### src/rtl/arb_pkg.sv
`default_nettype none
// +--------------------------------------------------------------------------+
// | Package  : arb_pkg                                                       |
// | Purpose  : Shared definitions for the round-robin resource arbiter:      |
// |            FSM state encoding and the hold-counter width helper.         |
// | Revision : 1.0 - initial release                                         |
// +--------------------------------------------------------------------------+
package arb_pkg;

    // Arbiter FSM states; the encoding is fixed so it can be probed on a bus.
    typedef enum logic [1:0] {
        IDLE    = 2'b00,
        START   = 2'b01,
        WAIT    = 2'b10,
        RELEASE = 2'b11
    } state_t;

    // The hold counter must represent 0..MAX_HOLD without wrapping.
    function automatic int hold_cnt_width(input int max_hold);
        return $clog2(max_hold + 1);
    endfunction

endpackage : arb_pkg
`default_nettype wire

### src/rtl/rr_pick_first.sv
`default_nettype none
// +--------------------------------------------------------------------------+
// | Module   : rr_pick_first                                                 |
// | Purpose  : Combinational round-robin picker. Rotates the request vector  |
// |            so rr_ptr lands on bit 0, priority-encodes the lowest set     |
// |            bit, then rotates the index back into requester numbering.    |
// | Ports    : req     in  N_REQ  request vector                             |
// |            rr_ptr  in  IDX_W  highest-priority requester index           |
// |            winner  out IDX_W  first requester at or after rr_ptr (wrap)  |
// |            any_req out 1      at least one request is set                |
// | Revision : 1.0 - initial release                                         |
// +--------------------------------------------------------------------------+
module rr_pick_first #(
    parameter  int N_REQ = 4,
    localparam int IDX_W = $clog2(N_REQ)
) (
    input  logic [N_REQ-1:0] req,
    input  logic [IDX_W-1:0] rr_ptr,
    output logic [IDX_W-1:0] winner,
    output logic             any_req
);

    logic [N_REQ-1:0] w_rot;
    logic [IDX_W-1:0] w_off;
    logic             w_found;

    always_comb begin
        int j;
        j       = 0;
        w_rot   = '0;
        w_off   = '0;
        w_found = 1'b0;

        // Rotate: w_rot[i] is the requester i positions after rr_ptr.
        for (int i = 0; i < N_REQ; i++) begin
            j        = (i + int'(rr_ptr)) % N_REQ;
            w_rot[i] = req[IDX_W'(j)];
        end

        // Priority-encode the lowest set bit of the rotated vector.
        for (int i = 0; i < N_REQ; i++) begin
            if (!w_found && w_rot[i]) begin
                w_found = 1'b1;
                w_off   = IDX_W'(i);
            end
        end

        // Unrotate back to an absolute requester index.
        j = int'(w_off) + int'(rr_ptr);
        if (j >= N_REQ) begin
            j = j - N_REQ;
        end
        winner  = IDX_W'(j);
        any_req = |req;
    end

endmodule : rr_pick_first
`default_nettype wire

### src/rtl/rr_resource_arbiter.sv
`default_nettype none
// +--------------------------------------------------------------------------+
// | Module   : rr_resource_arbiter                                           |
// | Purpose  : Shares one multi-cycle resource among N_REQ requesters. Picks |
// |            an owner round-robin, pulses res_start once, and holds the    |
// |            grant until res_done or a MAX_HOLD-cycle timeout.             |
// | Ports    : clk          in  1      rising-edge clock                     |
// |            rst          in  1      async active-high reset               |
// |            req          in  N_REQ  level requests                        |
// |            res_done     in  1      resource completion (WAIT only)       |
// |            grant        out N_REQ  one-hot grant, registered             |
// |            grant_idx    out IDX_W  current owner index, registered       |
// |            grant_valid  out 1      high in START and WAIT                |
// |            res_start    out 1      one-cycle start pulse (START)         |
// |            timeout_err  out 1      one-cycle pulse on forced release     |
// | Revision : 1.0 - initial release                                         |
// +--------------------------------------------------------------------------+
module rr_resource_arbiter
    import arb_pkg::*;
#(
    parameter  int N_REQ    = 4,
    parameter  int MAX_HOLD = 16,
    localparam int IDX_W    = $clog2(N_REQ)
) (
    input  logic             clk,
    input  logic             rst,
    input  logic [N_REQ-1:0] req,
    input  logic             res_done,
    output logic [N_REQ-1:0] grant,
    output logic [IDX_W-1:0] grant_idx,
    output logic             grant_valid,
    output logic             res_start,
    output logic             timeout_err
);

    localparam int             CNT_W       = hold_cnt_width(MAX_HOLD);
    localparam logic [CNT_W-1:0] c_hold_last = CNT_W'(MAX_HOLD - 1);

    state_t           r_state;
    state_t           w_next;
    logic [CNT_W-1:0] r_hold;
    logic [IDX_W-1:0] r_rr_ptr;
    logic [IDX_W-1:0] w_pick;
    logic [IDX_W-1:0] w_owner;
    logic             w_any;
    logic             w_timeout;
    logic             w_own_next;
    logic [N_REQ-1:0] w_grant_next;

    rr_pick_first #(
        .N_REQ (N_REQ)
    ) u_pick (
        .req     (req),
        .rr_ptr  (r_rr_ptr),
        .winner  (w_pick),
        .any_req (w_any)
    );

    // Next-state logic. A res_done outside WAIT is deliberately ignored, and
    // done takes precedence over a timeout landing in the same cycle.
    always_comb begin
        w_next    = r_state;
        w_timeout = 1'b0;
        case (r_state)
            IDLE:    if (w_any) w_next = START;
            START:   w_next = WAIT;
            WAIT: begin
                if (res_done) begin
                    w_next = RELEASE;
                end else if (r_hold == c_hold_last) begin
                    w_next    = RELEASE;
                    w_timeout = 1'b1;
                end
            end
            RELEASE: w_next = IDLE;
            default: w_next = IDLE;
        endcase
    end

    // The owner is taken straight from the picker on the IDLE->START edge so
    // the grant appears in the same cycle as res_start; afterwards the
    // latched index is used and later req changes have no effect.
    always_comb begin
        w_owner      = (r_state == IDLE) ? w_pick : grant_idx;
        w_own_next   = (w_next == START) || (w_next == WAIT);
        w_grant_next = w_own_next ? (N_REQ'(1) << w_owner) : '0;
    end

    always_ff @(posedge clk or posedge rst) begin
        if (rst) begin
            r_state <= IDLE;
        end else begin
            r_state <= w_next;
        end
    end

    // Outputs are registered from w_next so they line up with the state
    // they describe rather than lagging it by a cycle.
    always_ff @(posedge clk or posedge rst) begin
        if (rst) begin
            grant       <= '0;
            grant_idx   <= '0;
            grant_valid <= 1'b0;
            res_start   <= 1'b0;
            timeout_err <= 1'b0;
            r_rr_ptr    <= '0;
        end else begin
            grant       <= w_grant_next;
            grant_valid <= w_own_next;
            res_start   <= (w_next == START);
            timeout_err <= w_timeout;
            if (r_state == IDLE && w_next == START) begin
                grant_idx <= w_pick;
            end
            if (w_next == RELEASE) begin
                r_rr_ptr <= (grant_idx == IDX_W'(N_REQ - 1)) ? '0 : grant_idx + 1'b1;
            end
        end
    end

    // Counts WAIT cycles; zero outside WAIT. Leaves WAIT at MAX_HOLD-1 at
    // the latest, so the counter never reaches its wrap point.
    always_ff @(posedge clk or posedge rst) begin
        if (rst) begin
            r_hold <= '0;
        end else if (r_state == WAIT && w_next == WAIT) begin
            r_hold <= r_hold + 1'b1;
        end else begin
            r_hold <= '0;
        end
    end

endmodule : rr_resource_arbiter
`default_nettype wire

### config.mk
export PLATFORM = sky130hd
export DESIGN_NAME = rr_resource_arbiter
export DESIGN_NICKNAME = d
export VERILOG_FILES = /design/src/rtl/arb_pkg.sv /design/src/rtl/rr_pick_first.sv /design/src/rtl/rr_resource_arbiter.sv
export SDC_FILE = /design/constraint.sdc
export NUM_CORES = 1
export LEC_CHECK = 0
export CORE_UTILIZATION = 38
export CTS_BUF_LIST = sky130_fd_sc_hd__clkbuf_2
export DETAILED_ROUTE_END_ITERATION = 8
export PLACE_DENSITY_LB_ADDON = 0.05
export SYNTH_ARGS = -nofsm -noshare
export SYNTH_HDL_FRONTEND = slang
export SYNTH_SLANG_ARGS = --single-unit
### constraint.sdc
create_clock -name clk -period 2.44 [get_ports clk]
set_input_delay 0.732 -clock clk [delete_from_list [all_inputs] [get_ports clk]]
set_output_delay 0.732 -clock clk [all_outputs]
set_load 0.02 [all_outputs]
==> results of run 1 <==
[layer usage]
layer  GRT usage [%]  vias to the layer above  part of all wire, %
li1                -                      398                    -
met1           21.72                      377                   51
met2           20.53                       15                   46
met3           5.000                        0                  3.6
met4           5.128                        0                    0
met5               0                        -                    0
[metrics by stage]
step | power (W) | TNS, ps | utilization, %
after floorplan | 0.001091 | 0 | -
after global placement | 0.001381 | -1039 | 49.80
after detailed placement | 0.001394 | -1390 | 49.80
after CTS | 0.001531 | 0 | 50.55
after global routing | 0.001837 | -141.4 | 52.93
final | 0.001689 | 0 | 52.93
[registers in the layout, summed over array words and instances (netlist names)]
signal	flops
r_hold	5
res_start	1
grant	4
r_state	2
r_rr_ptr	2
grant_valid	1
grant_idx	2
timeout_err	1
[worst min-delay path by stage]
stage	start	to	slack [ps]	cells past startpoint
2_1_floorplan	r_hold[0]	r_hold[0]	430	1
5_1_grt	r_hold[0]	r_hold[0]	500	1
6_report	r_hold[0]	r_hold[0]	470	1
4_1_cts	r_hold[0]	r_hold[0]	480	1
3_5_place_dp	r_hold[0]	r_hold[0]	450	1
3_3_place_gp	r_hold[0]	r_hold[0]	450	1
[cell families after synthesis]
| family | share of synthesized area (%) |
|---|---|
| and+or+nand+nor | 19.01 |
| buffers and inverters | 3.730 |
| DFF | 43.32 |
| adders and majority gates | 12.03 |
| muxes | 5.655 |
| AOI/OAI and AO/OA | 12.88 |
| xor gates and xnor gates | 3.370 |
[timing repair]
item / CTS / global route
endpoints found under the setup margin: 0 / 5
gates resized for setup: 0 / 12
endpoints found under the hold margin: 0 / 0
[synth_stat cells (2+ instances only)]
cell,count
and2_1,2
o21ai_0,2
nor2_1,11
o21ai_1,5
nand2b_1,2
ha_1,10
mux2_2,3
dfrtp_1,18
nand2_1,7
xor2_1,2
and3b_1,2
nand3_1,2
inv_1,6
and3_1,2
a311oi_1,4
xnor2_1,2
[cell type report]
class                   count  area [sq um]
well taps                  30         37.54
clock inverters             1         3.754
inverters                   6         22.52
multi-input cells          73         605.6
repair buffers             21         200.2
clock buffers               3         15.01
fillers                   228          1187
flip-flops and latches     18         450.4
[critical path: stages]
cell	delay (ps)
clkdlybuf4s50_1	470
nor2_1	210
o21ai_0	130
o221ai_1	190
ha_2	270
xor2_2	180
nand3_2	130
a311oi_2	300
[power by group]
group	internal (W)	total (W)	switching, W
clock network	0.0000356	0.000133	0.0000971
registers	0.000399	0.000503	0.000104
logic	0.000519	0.00105	0.000534
==> flow_summary.json, run 1 <==
{
  "status": "completed",
  "ys.flop_type": "dfrtp_1",
  "leakagePower_nw": 0.6156,
  "vias": 790,
  "synthToLayoutAreaGrowth_pct": 28.40,
  "worst-path-max-fanout": 4,
  "first_global_vias": 679,
  "yosysTopAreaCellShare_pct": 43.32,
  "synth_top_cell_by_area": "dfrtp_1",
  "slew_violations": 0,
  "fmax_mhz": 421.0,
  "antenna_found_initial": 0,
  "grt_util_all_layers_pct": 14.99,
  "rr_endpoint": "grant_idx[0]",
  "critPathArrivalTime_ps": 2600,
  "cts_hold_buf": 0,
  "post_dp_cell_area_sq_um": 1256,
  "initial_core_util_pct": 41.22,
  "htree_levels": 1,
  "ir_worst_vdd_mv": 0.7894,
  "synth_seq_cells": 18,
  "hold_viol": 0,
  "n_antenna_cell": 0,
  "startpoint_type": "primary input",
  "cp.required_ps": 2660,
  "final_cell_mix": "dfrtp_1, clkdlybuf4s50_1, nor2_1",
  "cts-root-buf": "clkbuf_2",
  "grt_max_degree": 19,
  "first_pass_iters": 4,
  "min_period_ps": 2376,
  "yosysWarnings": 0,
  "placed_cells": 148,
  "reg2regPathDepth": 10,
  "antenna_left": 0,
  "cts_tree": "done",
  "final_common_cell": "dfrtp_1",
  "relSlewSlack_pct": 54.90,
  "endpoint": "grant[2]",
  "place_hpwl_um": 1490,
  "worstSetupPathType": "primary input to flip-flop",
  "clkTransAtPathRegs_ps": 180,
  "r2r_slack_ps": 140,
  "preCtsSetupSlack_ps": -339.2,
  "max-cap-violations": 0,
  "synth_edf_count": 0,
  "dieArea_sq_um": 2950,
  "drive_gt1_share_pct": 21.31,
  "syn_avg_cell_area_sq_um": 10.40,
  "setup_viol": 0,
  "ys_seq_area_share_pct": 43.32,
  "vias_per_cell": 5.197,
  "grt_first_pass_wirelength_um": 3022,
  "gp_congestion": 0.7702,
  "io_pins": 16,
  "syn_nets": 117,
  "synthCells": 100,
  "die_w_um": 54.31,
  "core-area_sq_um": 2522,
  "fin_skew_ps": 3.257,
  "synth_cell_type_count": 36,
  "r2r-start": "r_hold[0]",
  "synth_area_leaders": "dfrtp_1, ha_1, nor2_1",
  "rows": 18,
  "initialDrtViolationCount": 18,
  "hold_path.class": "flip-flop to flip-flop",
  "die_h_um": 54.31,
  "avgRoutedWirePerCell_um": 13.05,
  "final_cells": 152,
  "cts_setup_buffers": 0,
  "period_share_pct": 97.36,
  "clk_latency_ps": 310,
  "cts_buffers": 3,
  "finalWirelength_um": 1984,
  "grt_overflow": 0,
  "worst_slew_pin_slew_ps": 675.8,
  "fin_nets": 140,
  "io_buffers": 15,
  "synthesis.area_sq_um": 1040,
  "cts_sinks": 18,
  "fin_ws_ps": 64.44,
  "cp-end-kind": "flip-flop",
  "hold_slack_ps": 471.6,
  "cp-startpoint": "req[2]",
  "drc": 0,
  "cts_max_path_buffers": 2,
  "fin_area_sq_um": 1335,
  "async_flop_share_pct": 100.0,
  "power_density_nw_per_um2": 1265
}
Power figures use the tool's default switching activity.
==> run 2, diff against run 1 <==
- CORE_MARGIN: not set -> 2
- CORE_UTILIZATION: 38 -> 25
- TNS_END_PERCENT: not set -> 10
==> run 2 against run 1 <==
- flip-flop and latch count did not move
- utilization shrank 19 points
- routed wire length increased by 0.71%
- maximum frequency grew 1.8%
- critical path depth increased by 1
- die area rose by 59%
- via count decreased by 0.13%
- largest cell class unchanged
- final area up 2.1%
- clock skew grew 3.7 ps
- worst hold slack gained 66 ps
- non-clock buffer count grew 4
- count of clock-buffer cells in the layout is the same
==> flow_summary.json, run 2 (same netlist as run 1, synthesis figures left out) <==
{
  "cts_max_path_buffers": 2,
  "status": "completed",
  "grt_max_degree": 19,
  "seq_area_sq_um": 450.4,
  "cts-root-buf": "clkbuf_2",
  "grt_util_all_layers_pct": 9.615,
  "place_hpwl_um": 1551,
  "initialDrtViolationCount": 15,
  "final_cell_mix": "dfrtp_1, clkdlybuf4s50_1, nor2_1",
  "hold_path.class": "flip-flop to flip-flop",
  "relSlewSlack_pct": 75.03,
  "cp.required_ps": 2650,
  "cts_buffers": 3,
  "antenna_left": 0,
  "rsz0062_at_grt": "false",
  "drc": 0,
  "rr_endpoint": "grant_idx[0]",
  "largest_reg_flops": 5,
  "worst_slew_pin_slew_ps": 374.5,
  "fin_ws_ps": 106.9,
  "n_antenna_cell": 0,
  "first_global_vias": 768,
  "io_pins": 16,
  "fmax_mhz": 428.6,
  "fin_skew_ps": 6.952,
  "min_period_ps": 2333,
  "max-cap-violations": 0,
  "cp-startpoint": "req[3]",
  "ir_worst_vdd_mv": 0.9333,
  "grt_first_pass_wirelength_um": 3408,
  "synthToLayoutAreaGrowth_pct": 31.05,
  "largest-register": "r_hold",
  "preCtsSetupSlack_ps": -230.3,
  "cts_sinks": 18,
  "leakagePower_nw": 0.6092,
  "avgRoutedWirePerCell_um": 11.35,
  "top_regs": "r_hold (5), grant (4)",
  "fin_nets": 144,
  "worst-path-max-fanout": 4,
  "startpoint_type": "primary input",
  "worstSetupPathType": "primary input to flip-flop",
  "n_fill_cell": 414,
  "r2r_slack_ps": 200,
  "io_buffers": 15,
  "initial_core_util_pct": 25.99,
  "finalWirelength_um": 1998,
  "hp-start": "r_hold[0]",
  "final_common_cell": "dfrtp_1",
  "reg2regPathDepth": 10,
  "dieArea_sq_um": 4691,
  "antenna_found_initial": 0,
  "vias": 789,
  "power_density_nw_per_um2": 1216,
  "period_share_pct": 95.62,
  "worstHoldPathCells": 2,
  "die_h_um": 68.49,
  "setup_viol": 0,
  "placed_cells": 171,
  "hold_viol": 0,
  "die_w_um": 68.49,
  "cts_tree": "done",
  "clk_latency_ps": 290,
  "r2r-start": "r_hold[0]",
  "hold_slack_ps": 537.4,
  "cp-end-kind": "flip-flop",
  "critPathArrivalTime_ps": 2540,
  "multi_input_area_sq_um": 583.1,
  "first_pass_iters": 4,
  "final_util_pct": 34.06,
  "rows": 23,
  "endpoint": "grant[1]",
  "final_cells": 176,
  "drive_gt1_share_pct": 20.63,
  "slew_violations": 0,
  "grt_overflow": 0,
  "vias_per_cell": 4.483,
  "core-area_sq_um": 4000,
  "htree_levels": 1,
  "gp_congestion": 0.7257,
  "clkTransAtPathRegs_ps": 160
}
## run 2: cell types whose count changed in the layout (fill, tap and decap cells not counted), moves of 2 or more
cell,previous run,this run
clkdlybuf4s50_1,13,15
buf_4,6,10
a311oi_2,3,0
a311oi_1,1,4
dlymetal6s2s_1,2,0
## run 2: worst max-delay path: stages
cell and delay (ps):
clkdlybuf4s50_1 520, nand3b_1 130, o311ai_1 100, o21ai_1 110
o221ai_2 110, ha_2 350, mux2i_2 70, nand2b_1 180
a311oi_1 240
## run 2: what timing repair did
action,4_1_cts,5_1_grt
hold buffers,0,0
resized for setup,0,6
setup buffers,0,1
endpoints found under the hold margin,0,0
setup endpoints to repair,0,6
## run 2: cell type report
| class | instances | share of cell area [%] |
|---|---|---|
| clock buffers | 3 | 1.102 |
| flip-flops and latches | 18 | 33.06 |
| multi-input cells | 73 | 42.79 |
| repair buffers | 25 | 16.53 |
| inverters | 6 | 1.653 |
| clock inverters | 1 | 0.2755 |
| well taps | 50 | 4.591 |
## run 2: worst min path at each step
stage / end
after floorplan: r_hold[0]
after global placement: r_hold[0]
after detailed placement: r_hold[0]
after CTS: r_hold[0]
after global routing: r_hold[0]
final: r_hold[0]
## run 2: routing by layer
metal	track usage, %	vias up	routed length [um]	part of all wire (%)
met5	0	-	0	0
met4	1.500	0	10	0.50
met3	2.922	2	75	3.8
met2	15.14	12	908	45
met1	13.21	373	1003	50
li1	-	402	-	-
## run 2: report_power, final
group          internal [W]  leakage (nW)  switching [W]
logic              0.000537         0.363       0.000494
registers          0.000399         0.232       0.000103
clock network     0.0000356        0.0140      0.0000888
## run 2: stage by stage
| step | area [sq um] | TNS (ps) | total power, W |
|---|---|---|---|
| after floorplan | 1040 | 0 | 0.001091 |
| after global placement | 1304 | -1508 | 0.001441 |
| after detailed placement | 1304 | -1232 | 0.001444 |
| after CTS | 1323 | 0 | 0.001576 |
| after global routing | 1363 | 0 | 0.001814 |
| final | 1363 | 0 | 0.001658 |
==> run 3, diff against run 2 <==
- SETUP_SLACK_MARGIN: not set -> 0.5
==> run 3 against run 2 <==
- clock skew rose by 1.3 ps
- global-route usage is 0.56 points higher
- flip-flop and latch count unchanged
- count of clock-buffer cells in the layout is the same
- maximum frequency up 14%
- non-clock buffer count is 1 higher
- worst hold slack gained 17 ps
- utilization increased by 1.8 points
- routed wire length rose by 8.5%
- register-to-register slack improved by 190 ps
- die area unchanged
==> flow_summary.json, run 3 (same netlist as run 1, synthesis figures left out) <==
{
  "dieArea_sq_um": 4691,
  "pwr-share-comb_pct": 65.4,
  "finalPower_w": 0.001829,
  "grt_overflow": 0,
  "grt_first_pass_wirelength_um": 3512,
  "die_h_um": 68.49,
  "fin_area_sq_um": 1435,
  "rsz0062_at_grt": "true",
  "core-area_sq_um": 4000,
  "final_cell_mix": "dfrtp_1, buf_4, clkdlybuf4s50_1",
  "clock_power_share_pct": 6.9,
  "finalWirelength_um": 2167,
  "ir_worst_vdd_mv": 0.7229,
  "worst_slew_pin_slew_ps": 386.3,
  "min_period_ps": 2048,
  "slew_violations": 0,
  "place_hpwl_um": 1605,
  "vias_per_cell": 4.638,
  "rows": 23,
  "grt_max_degree": 19,
  "largest_reg_flops": 5,
  "cp_cell_sequence": "ha_2 -> and3_4 -> ha_4 -> nor2_2 -> nor2_1 -> o21ai_1 -> nand2_2 -> ha_4 -> nand2_4 -> a311oi_2",
  "critPathArrivalTime_ps": 2260,
  "netSwitchingPower_w": 0.0007807,
  "antenna_found_initial": 0,
  "drive_gt1_share_pct": 38.58,
  "cts_max_path_buffers": 2,
  "grt_util_all_layers_pct": 10.17,
  "path_common_cell": "ha_4",
  "p_int_w": 0.001049,
  "cts-root-buf": "clkbuf_2",
  "n_antenna_cell": 0,
  "period_share_pct": 83.93,
  "fin_skew_ps": 8.259,
  "p_seq_share_pct": 27.6,
  "cts_hold_buf": 0,
  "first_global_vias": 812,
  "avgRoutedWirePerCell_um": 12.24,
  "fin_ws_ps": 392.0,
  "initial_core_util_pct": 25.99,
  "r2r-start": "r_hold[0]",
  "cp-startpoint": "r_hold[0]",
  "cp.required_ps": 2660,
  "status": "completed",
  "leakagePower_nw": 0.6376,
  "cp-end-kind": "flip-flop",
  "worstSetupPathType": "flip-flop to flip-flop",
  "preCtsSetupSlack_ps": -315.3,
  "drc": 0,
  "clk_latency_ps": 300,
  "io_buffers": 15,
  "initialDrtViolationCount": 21,
  "first_pass_iters": 4,
  "final_cells": 177,
  "final_common_cell": "dfrtp_1",
  "die_w_um": 68.49,
  "antenna_left": 0,
  "clkTransAtPathRegs_ps": 160,
  "synthToLayoutAreaGrowth_pct": 38.03,
  "max-cap-violations": 0,
  "hold_viol": 0,
  "slowest_delay_ps": 420,
  "power_density_nw_per_um2": 1275,
  "cts_tree": "done",
  "cts_buffers": 3,
  "hold_path.class": "flip-flop to flip-flop",
  "cpMaxStageDelayCell": "dfrtp_1",
  "relSlewSlack_pct": 74.24,
  "post_dp_cell_area_sq_um": 1316,
  "placed_cells": 171,
  "startpoint_type": "flip-flop",
  "cts_sinks": 18,
  "htree_levels": 1,
  "swShare_pct": 42.68,
  "fmax_mhz": 488.3,
  "gp_congestion": 0.7267,
  "io_pins": 16,
  "hp-start": "r_hold[0]",
  "vias": 821,
  "largest-register": "r_hold",
  "fin_nets": 145,
  "setup_viol": 0,
  "top_regs": "r_hold (5), grant (4)",
  "worst-path-max-fanout": 3
}
## run 3: cell types whose count changed in the layout (fill, tap and decap cells not counted), sizes merged
cell,change
dlymetal6s2s,+1
buf,+1
dlygate4sd2,+1
clkdlybuf4s50,-6
clkbuf,+4
## run 3: power by group through the flow
stage,logic (W),clock network [W],registers [W]
after CTS,0.00106,0.000136,0.000506
after global routing,0.00131,0.000151,0.000525
after floorplan,0.000594,0,0.000512
final,0.00120,0.000127,0.000505
after global placement,0.000947,0,0.000507
after detailed placement,0.000955,0,0.000506
## run 3: worst paths after layout
path	depth (start not counted)	to	slack [ps]
min in group asynchronous	3	timeout_err	730
worst min-delay path	2	r_hold[0]	550
worst max-delay path	10	grant[2]	390
worst min register to register	2	r_hold[0]	550
worst max register to register	10	grant[2]	390
max in group asynchronous	3	r_rr_ptr[0]	1510
## run 3: final cells by class
cell class	instances	area (sq um)
Timing Repair Buffer	26	214.0
Multi-Input combinational cell	73	665.6
Tap cell	50	62.56
Sequential cell	18	451.7
Inverter	6	22.52
Clock buffer	3	15.01
Clock inverter	1	3.754
Fill cell	410	2565
## run 3: critical path: cells and delay by family (launching register included)
family | cells | cell delay, ps
adders and majority gates | 3 | 670
and+or+nand+nor | 5 | 470
AOI/OAI and AO/OA | 2 | 410
DFF | 1 | 420
## run 3: layer usage
| metal | routed length, um | GRT usage, % | vias to the layer above |
|---|---|---|---|
| met3 | 81 | 2.922 | 2 |
| met5 | 0 | 0 | - |
| met1 | 978 | 13.14 | 405 |
| li1 | - | - | 404 |
| met4 | 10 | 2.250 | 0 |
| met2 | 1096 | 16.83 | 10 |
## run 3: timing repair
item	in CTS	in global routing
setup buffers	0	2
hold endpoints to repair	0	0
gates resized for setup	12	22
pin swaps	3	14
endpoints found under the setup margin	18	23
gates cloned	0	0
## run 3: through the flow
stage / utilization [%] / setup TNS, ps / hold slack [ps]
floorplan: - / 0 / 434.4
global placement: 32.91 / -1340 / 464.8
detailed placement: 32.91 / -1379 / 459.4
CTS: 34.28 / 0 / 480.2
global route: 35.88 / 0 / 587.2
finish: 35.88 / 0 / 554.2
